<file path="src/rtl/seq_seg_pkg.sv">
// Shared constants for the modulo-N sequencer: hex segment table, blank pattern
// and the per-cycle action chosen by the sequencer next-state logic.
package seq_seg_pkg;

  // Bit order {A,B,C,D,E,F,G}, MSB = A, active-high (common cathode).
  localparam logic [6:0] SEG_HEX [16] = '{
    7'b1111110, 7'b0110000, 7'b1101101, 7'b1111001,
    7'b0110011, 7'b1011011, 7'b1011111, 7'b1110000,
    7'b1111111, 7'b1111011, 7'b1110111, 7'b0011111,
    7'b1001110, 7'b0111101, 7'b1001111, 7'b1000111
  };

  localparam logic [6:0] SEG_BLANK = 7'b0000000;

  typedef enum logic [2:0] {
    ACT_HOLD    = 3'd0,
    ACT_RECOVER = 3'd1,
    ACT_LOAD    = 3'd2,
    ACT_UP      = 3'd3,
    ACT_DOWN    = 3'd4
  } seq_act_e;

  function automatic logic [6:0] seg_lookup(input logic [3:0] val);
    return SEG_HEX[val];
  endfunction

endpackage

</file>
<file path="src/rtl/seg7_hex_decoder.sv">
// Combinational hex-to-7-segment decoder with blanking and output polarity select.
module seg7_hex_decoder
  import seq_seg_pkg::*;
(
  input  logic [3:0] val_i,
  input  logic       valid_i,
  input  logic       active_low_i,
  output logic [6:0] seg_o
);

  logic [6:0] raw_s;

  // Look up the pattern (blank when invalid), then apply display polarity.
  always_comb begin
    raw_s = SEG_BLANK;
    if (valid_i) begin
      raw_s = seg_lookup(val_i);
    end else begin
      raw_s = SEG_BLANK;
    end
    if (active_low_i) begin
      seg_o = ~raw_s;
    end else begin
      seg_o = raw_s;
    end
  end

endmodule

</file>
<file path="src/rtl/seq_fsm_seg.sv">
// Modulo-N up/down state sequencer with load, level/edge advance, wrap pulse,
// illegal-state recovery and a 7-segment readout of the current state.
module seq_fsm_seg
  import seq_seg_pkg::*;
#(
  parameter int N_STATES       = 6,
  parameter bit EDGE_MODE      = 1'b0,
  parameter bit SEG_ACTIVE_LOW = 1'b0,
  localparam int STATE_W       = (N_STATES > 2) ? $clog2(N_STATES) : 1
) (
  input  logic               CLK,
  input  logic               RESET_N,
  input  logic               TH,
  input  logic               DIR,
  input  logic               LOAD,
  input  logic [STATE_W-1:0] LOAD_VAL,
  output logic [STATE_W-1:0] STATE,
  output logic [6:0]         SEG,
  output logic               WRAP
);

  // One extra bit so N_STATES itself is representable when it is a power of two.
  localparam logic [STATE_W:0]   N_EXT = N_STATES[STATE_W:0];
  localparam logic [STATE_W-1:0] LAST  = STATE_W'(N_STATES - 1);
  localparam logic [STATE_W-1:0] ONE   = STATE_W'(1);

  logic [STATE_W-1:0] state_q, state_d;
  logic               wrap_q, wrap_d;
  logic               th_q, th_d;
  logic               adv_s;
  logic               legal_s;
  logic               load_ok_s;
  seq_act_e           act_s;
  logic [3:0]         dec_val_s;

  assign legal_s   = ({1'b0, state_q} < N_EXT);
  assign load_ok_s = ({1'b0, LOAD_VAL} < N_EXT);
  assign th_d      = TH;

  // Advance qualifier: raw level, or rising edge of TH against last cycle's value.
  always_comb begin
    adv_s = 1'b0;
    if (EDGE_MODE) begin
      adv_s = TH & ~th_q;
    end else begin
      adv_s = TH;
    end
  end

  // Prioritised action select: recovery beats load, load beats advance.
  always_comb begin
    act_s = ACT_HOLD;
    if (!legal_s) begin
      act_s = ACT_RECOVER;
    end else if (LOAD) begin
      act_s = ACT_LOAD;
    end else if (adv_s && !DIR) begin
      act_s = ACT_UP;
    end else if (adv_s) begin
      act_s = ACT_DOWN;
    end else begin
      act_s = ACT_HOLD;
    end
  end

  // Next state and wrap flag; wrap is decided here so it lines up with the wrapped STATE.
  always_comb begin
    state_d = state_q;
    wrap_d  = 1'b0;
    case (act_s)
      ACT_RECOVER: state_d = '0;
      ACT_LOAD: begin
        if (load_ok_s) begin
          state_d = LOAD_VAL;
        end else begin
          state_d = '0;
        end
      end
      ACT_UP: begin
        if (state_q == LAST) begin
          state_d = '0;
          wrap_d  = 1'b1;
        end else begin
          state_d = state_q + ONE;
        end
      end
      ACT_DOWN: begin
        if (state_q == '0) begin
          state_d = LAST;
          wrap_d  = 1'b1;
        end else begin
          state_d = state_q - ONE;
        end
      end
      ACT_HOLD: state_d = state_q;
      default:  state_d = '0;
    endcase
  end

  // State, wrap and TH history registers.
  always_ff @(posedge CLK or negedge RESET_N) begin
    if (!RESET_N) begin
      state_q <= '0;
      wrap_q  <= 1'b0;
      th_q    <= 1'b0;
    end else begin
      state_q <= state_d;
      wrap_q  <= wrap_d;
      th_q    <= th_d;
    end
  end

  assign dec_val_s = 4'(state_q);

  seg7_hex_decoder u_dec (
    .val_i        (dec_val_s),
    .valid_i      (legal_s),
    .active_low_i (SEG_ACTIVE_LOW),
    .seg_o        (SEG)
  );

  assign STATE = state_q;
  assign WRAP  = wrap_q;

endmodule
</file>
<file path="config.mk">
export PLATFORM = sky130hd
export DESIGN_NAME = seq_fsm_seg
export DESIGN_NICKNAME = d
export VERILOG_FILES = /design/src/rtl/seq_seg_pkg.sv /design/src/rtl/seg7_hex_decoder.sv /design/src/rtl/seq_fsm_seg.sv
export SDC_FILE = /design/constraint.sdc
export NUM_CORES = 1
export LEC_CHECK = 0
export CORE_AREA = 2 2 39 41
export CTS_CLUSTER_SIZE = 25
export DETAILED_ROUTE_END_ITERATION = 10
export DIE_AREA = 0 0 41 43
export PLACE_DENSITY = 0.67
export SYNTH_ARGS = -nofsm -noshare
export SYNTH_HDL_FRONTEND = slang
export SYNTH_SLANG_ARGS = --single-unit
</file>
<file path="constraint.sdc">
create_clock -name CLK -period 4.6 [get_ports CLK]
set_input_delay 1.38 -clock CLK [delete_from_list [all_inputs] [get_ports CLK]]
set_output_delay 1.38 -clock CLK [all_outputs]
set_load 0.02 [all_outputs]
</file>
# Word level (Yosys, flattened, before mapping)
# Memory sizes are Yosys's and may differ from the RTL's.
# Cells that the tools add are included.
[totals] regBits=4 latchBits=0 mem_bits_rw=0 rom_bits=112 in_bits=8 output_inout_bits=11 word_cells=31 mem_count=1
[classes] addsub=2 n_mul=0 div_mod_pow=0 n_lt_le_gt_ge=3 n_eq_ne=4 shift=0 mux=14 bitwise_logic=1 n_reduce_logical=4
[memory_table] memory="(no name shown)" words=16 word_bits=7 rd=1 rd_ports_with_merged_regs=0 write_ports=0 line="seq_seg_pkg.sv:24" rtl="return SEG_HEX[val];"
[op_table] operator="$mux 3" count=7
[op_table] operator="$mux 7" count=3
[op_table] operator="$pmux 3 s4" count=1
[op_table] operator="$eq 3x2->1 const B" count=2
[op_table] operator="$eq 3x3->1 const B" count=2
[op_table] operator="$logic_not 3->1" count=2
[op_table] operator="$lt 3x3->1 const B" count=2
[op_table] operator="$ge 5x5->1 const B" count=1
[op_table] operator="$not 3->5" count=1
[op_table] operator="$add 3x1->3 const B" count=1
[op_table] operator="$sub 3x1->3 const B" count=1
[op_table] operator="$mux 1" count=2
[op_table] operator="$pmux 1 s2" count=1
[op_table] operator="$logic_and 1x1->1" count=1
[op_table] operator="$logic_not 1->1" count=1

# Logic depth before layout (Yosys ltp)
# Gate-level depths: netlist of run 1.
[logic_depth] word_depth=7 ltp_mapped=6 mapped_depth_nobuf=6

# Hierarchy
# Synthesis of run 1 repeated with hierarchy kept, for this count alone.
[unflattened] hier_cells=85 hier_area_um2=646.9
[modules_own_cells] mod="seg7_hex_decoder" n_inst=1 cells_per_inst=45 area_per_inst_um2=342.8 seq_area_each_um2=0.0
[modules_own_cells] mod="seq_fsm_seg" n_inst=1 cells_per_inst=40 area_per_inst_um2=304.0 seq_area_each_um2=100.1

# Least setup slack after synthesis of run 1
# OpenSTA, ideal clock, no wires.
[synth_path] path_kind="flip-flop to output port" start="reg state_q[1] (netlist: STATE[1])" end="out SEG[6]" t_arrival_ps=1607 required_time_ps=3220 slack_ps=1613 path_stages_with_launch=5 n_path_buf=0 cell_sequence="dfrtp_1 -> inv_1 -> ha_1 -> nor2b_1 -> a211oi_1"
[synth_between] elab_chain_cells=5 elab_cells_between_ends=6 cone_classes="1 x order compare; 3 x mux; 1 x bitwise; 1 x memory"
[synth_lines] element="start: declaration" line="seq_fsm_seg.sv:27" rtl="logic [STATE_W-1:0] state_q, state_d;"
[synth_lines] element="start signal: assignment" line="seq_fsm_seg.sv:107" rtl="state_q <= state_d;"
[synth_lines] element="$not 3->5 (not written as such)" line="seq_seg_pkg.sv:24"
[synth_lines] element="$mem_v2 16x7"
[synth_lines] element="$mux 7 (not written as such) (2 in a row)" line="seq_seg_pkg.sv:24"
[synth_lines] element="$mux 7 *" line="seg7_hex_decoder.sv:16" rtl="if (valid_i) begin"
[synth_lines] element="end: declaration" line="seq_fsm_seg.sv:18" rtl="output logic [6:0] SEG,"
# Every way passes the cells marked *; elsewhere a longest branch is shown, timed or not. The select of a mux whose other input is x is not followed.

# Final worst setup path of run 1
# Ends and elaborated chain as after synthesis.

==> results of run 1 <==
## registers in the layout (all words and copies together) (netlist names)
register and flops:
WRAP 1, STATE 3
## routing by layer
| metal | vias up | GRT usage (%) | share of wire [%] |
|---|---|---|---|
| met2 | 14 | 23.8 | 44 |
| met5 | - | 0 | 0 |
| met4 | 0 | 6.00 | 0 |
| met3 | 0 | 3.14 | 5.4 |
| met1 | 201 | 19.3 | 51 |
| li1 | 237 | - | - |
## power by group
group | internal [mW] | switching [mW] | total (mW)
clock | 0.0291 | 0.0133 | 0.0424
combinational | 0.209 | 0.218 | 0.428
sequential | 0.0495 | 0.0353 | 0.0848
## kinds of logic after synthesis
logic type | share of synthesized area [%]
simple gates | 23.0
compound gates | 25.9
buf+inv | 5.94
fa+ha+maj | 18.9
flops | 21.6
mux | 4.59
## synthesized netlist by cell type (all sizes together)
library cell	count
nor2b	3
a21oi	5
a211oi	1
or2	1
o22a	1
and3b	1
o21ai	1
and2b	1
nor3	1
a32oi	1
dfrtp	4
nor3b	1
a32o	3
a221o	1
nor4b	1
ha	7
inv	6
nand2	2
o211ai	1
nor2	5
a211o	2
mux2i	1
buf	1
and4bb	1
mux2	1
## cell type report
cell class              count  area (um2)
inverters                   6        22.5
flip-flops and latches      4         100
clock buffers               3        22.5
fillers                   154         703
multi-input cells          42         335
repair buffers             18         180
well taps                  16        20.0
## critical path, delay by kind of cell (launching register included)
kind	cells	cell delay (ns)
and+or+nand+nor	1	0.15
adders and majority gates	1	0.26
DFF	1	0.47
AOI/OAI and AO/OA	1	0.21
buffers and inverters	2	0.74
## path summary, 6_finish.rpt
| kind | startpoint | to | slack [ns] | cells after the start |
|---|---|---|---|---|
| worst max-delay path | STATE[1] | SEG[6] | 1.14 | 5 |
| worst min-delay path | STATE[0] | STATE[0] | 0.69 | 3 |
| worst max register to register | STATE[2] | STATE[1] | 2.71 | 4 |
| worst min register to register | STATE[0] | STATE[0] | 0.69 | 3 |
| max in group asynchronous | RESET_N | STATE[2] | 3.09 | 1 |
| min in group asynchronous | RESET_N | WRAP | 1.34 | 1 |
## metrics by stage
step / power, mW / instances / hold slack (ns) / utilization, % / cell area [um2]
floorplan: 0.336 / 53 / 0.726 / - / 463
global placement: 0.516 / 86 / 0.661 / 47.6 / 658
detailed placement: 0.515 / 86 / 0.689 / 47.6 / 658
CTS: 0.560 / 89 / 0.695 / 49.2 / 681
global route: 0.605 / 89 / 0.747 / 49.2 / 681
finish: 0.555 / 89 / 0.690 / 49.2 / 681
==> impl_metrics.ini, run 1 <==
[status]
status = finished, final reports clean

[timing]
rsz0062_at_grt = false
finClkSkew_ns = 0.00374
slew_violations = 0
worstMarginPinSlew_ns = 0.473
max_slew_margin_pct = 68.5
period_share_pct = 75.2
worst_slack_ns = 1.14
max_freq_mhz = 289
setup_tns_ns = 0
setup_viol = 0
finalHoldViolations = 0
period_minus_slack_ns = 3.46

[synthesis]
synth-seq-cells = 4
synthCells = 53
yosysTopAreaCellShare_pct = 21.6
synth_area_leader_cell = dfrtp_1
syn_nets = 68
synth.distinct_cells = 25
synth_area_um2 = 463
ys_top_cells_by_area = dfrtp_1 (22%), ha_1 (19%), a32o_1 (6.5%)
yosysWarnings = 0
synth_sequential_area_ratio_pct = 21.6
synth.avg_cell_area_um2 = 8.73

[setup_path]
critPathMaxFanout = 8
worstPathCellList = inv_1 -> ha_1 -> nor2b_1 -> a211oi_1 -> clkdlybuf4s50_1
path_class = reg -> out
critPathArrivalTime_ns = 2.08
worstPathRequired_ns = 3.22
cp-end-kind = output pin
max_stage_delay_ns = 0.63
cp_slowest_cell = clkdlybuf4s50_1
startpoint_type = flip-flop

[clock_network]
clk_pin_slew_ns = 0.04
holdBufCountCts = 0
htreeDepth = 1
postCtsResizedCells = 0
clk-insertion-delay-late_ns = 0.23
cts_root_buffer = clkbuf_4
cts_setup_buffers = 0
cts_made_buffers = 3
cts_tree = yes
cts.path.max_buffers = 2
numClockSinks = 4

[detailed_routing]
drtIter0Drc = 6
wl_um = 1120
vias = 452
via_per_inst = 5.08
drc = 0
routedWlPerCell_um = 12.6
drt_first_pass_iters = 2
ant_nets = 0

[power_and_ir_drop]
leakagePower_nw = 0.316
power.density_nw_per_um2 = 815
ir_drop_mv = 0.309

[cells_and_area]
antennaDiodeCount = 0
area.growth.synth_to_final_pct = 47.0
drive_gt1_share_pct = 8.22
nNetsFinal = 90
final_common_cell = clkdlybuf4s50_1
most-common-layout-cells = clkdlybuf4s50_1 (18), ha_1 (7), inv_1 (6)

[run]
maxCapViolCount = 0

[worst_hold_path]
hp-class = reg -> reg

[die]
die_w_um = 41
fp.dieH_um = 43
rows = 14
initial_core_util_pct = 33.5
ios = 19
core_area_um2 = 1380
dieArea_um2 = 1760

[global_routing]
antenna_found_initial = 0
grt_pass1_wl_um = 1780
grt_pass1_vias = 417
grt_usage_pct = 15.2
grt_max_degree = 17
grt-ovfl-total = 0

[placed_design]
portBuffers = 18
dpl_worst_slack_ns = 1.38
hpwlAfterDp_um = 873
place_congestion = 0.754
Power figures use the tool's default switching activity.
==> run 2: changes to the inputs <==
==> constraint.sdc (replaced) <==
create_clock -name CLK -period 3.3 [get_ports CLK]
set_input_delay 0.99 -clock CLK [delete_from_list [all_inputs] [get_ports CLK]]
set_output_delay 0.99 -clock CLK [all_outputs]
set_load 0.02 [all_outputs]
==> results of run 2 <==
The final DEF is identical to that of run 1. Status: finished, final reports clean.
Main changes from that run: setup slack after placement 1.38 ns -> 0.470 ns; setup slack after layout 1.14 ns -> 0.231 ns; register-to-register setup slack 2.71 ns -> 1.41 ns; total power 0.555 mW -> 0.773 mW; worst IR drop on VDD 0.309 mV -> 0.431 mV
==> run 3: changes to the inputs <==
--- a/config.mk
+++ b/config.mk
@@ -10,6 +10,7 @@
 export DETAILED_ROUTE_END_ITERATION = 10
 export DIE_AREA = 0 0 41 43
 export PLACE_DENSITY = 0.67
+export SKIP_LAST_GASP = 1
 export SYNTH_ARGS = -nofsm -noshare
 export SYNTH_HDL_FRONTEND = slang
 export SYNTH_SLANG_ARGS = --single-unit
==> results of run 3 <==
The final DEF is identical to that of run 1. Status: finished, final reports clean.
Main changes from that run: setup slack after placement 1.38 ns -> 0.470 ns; setup slack after layout 1.14 ns -> 0.231 ns; register-to-register setup slack 2.71 ns -> 1.41 ns; total power 0.555 mW -> 0.773 mW; worst IR drop on VDD 0.309 mV -> 0.431 mV
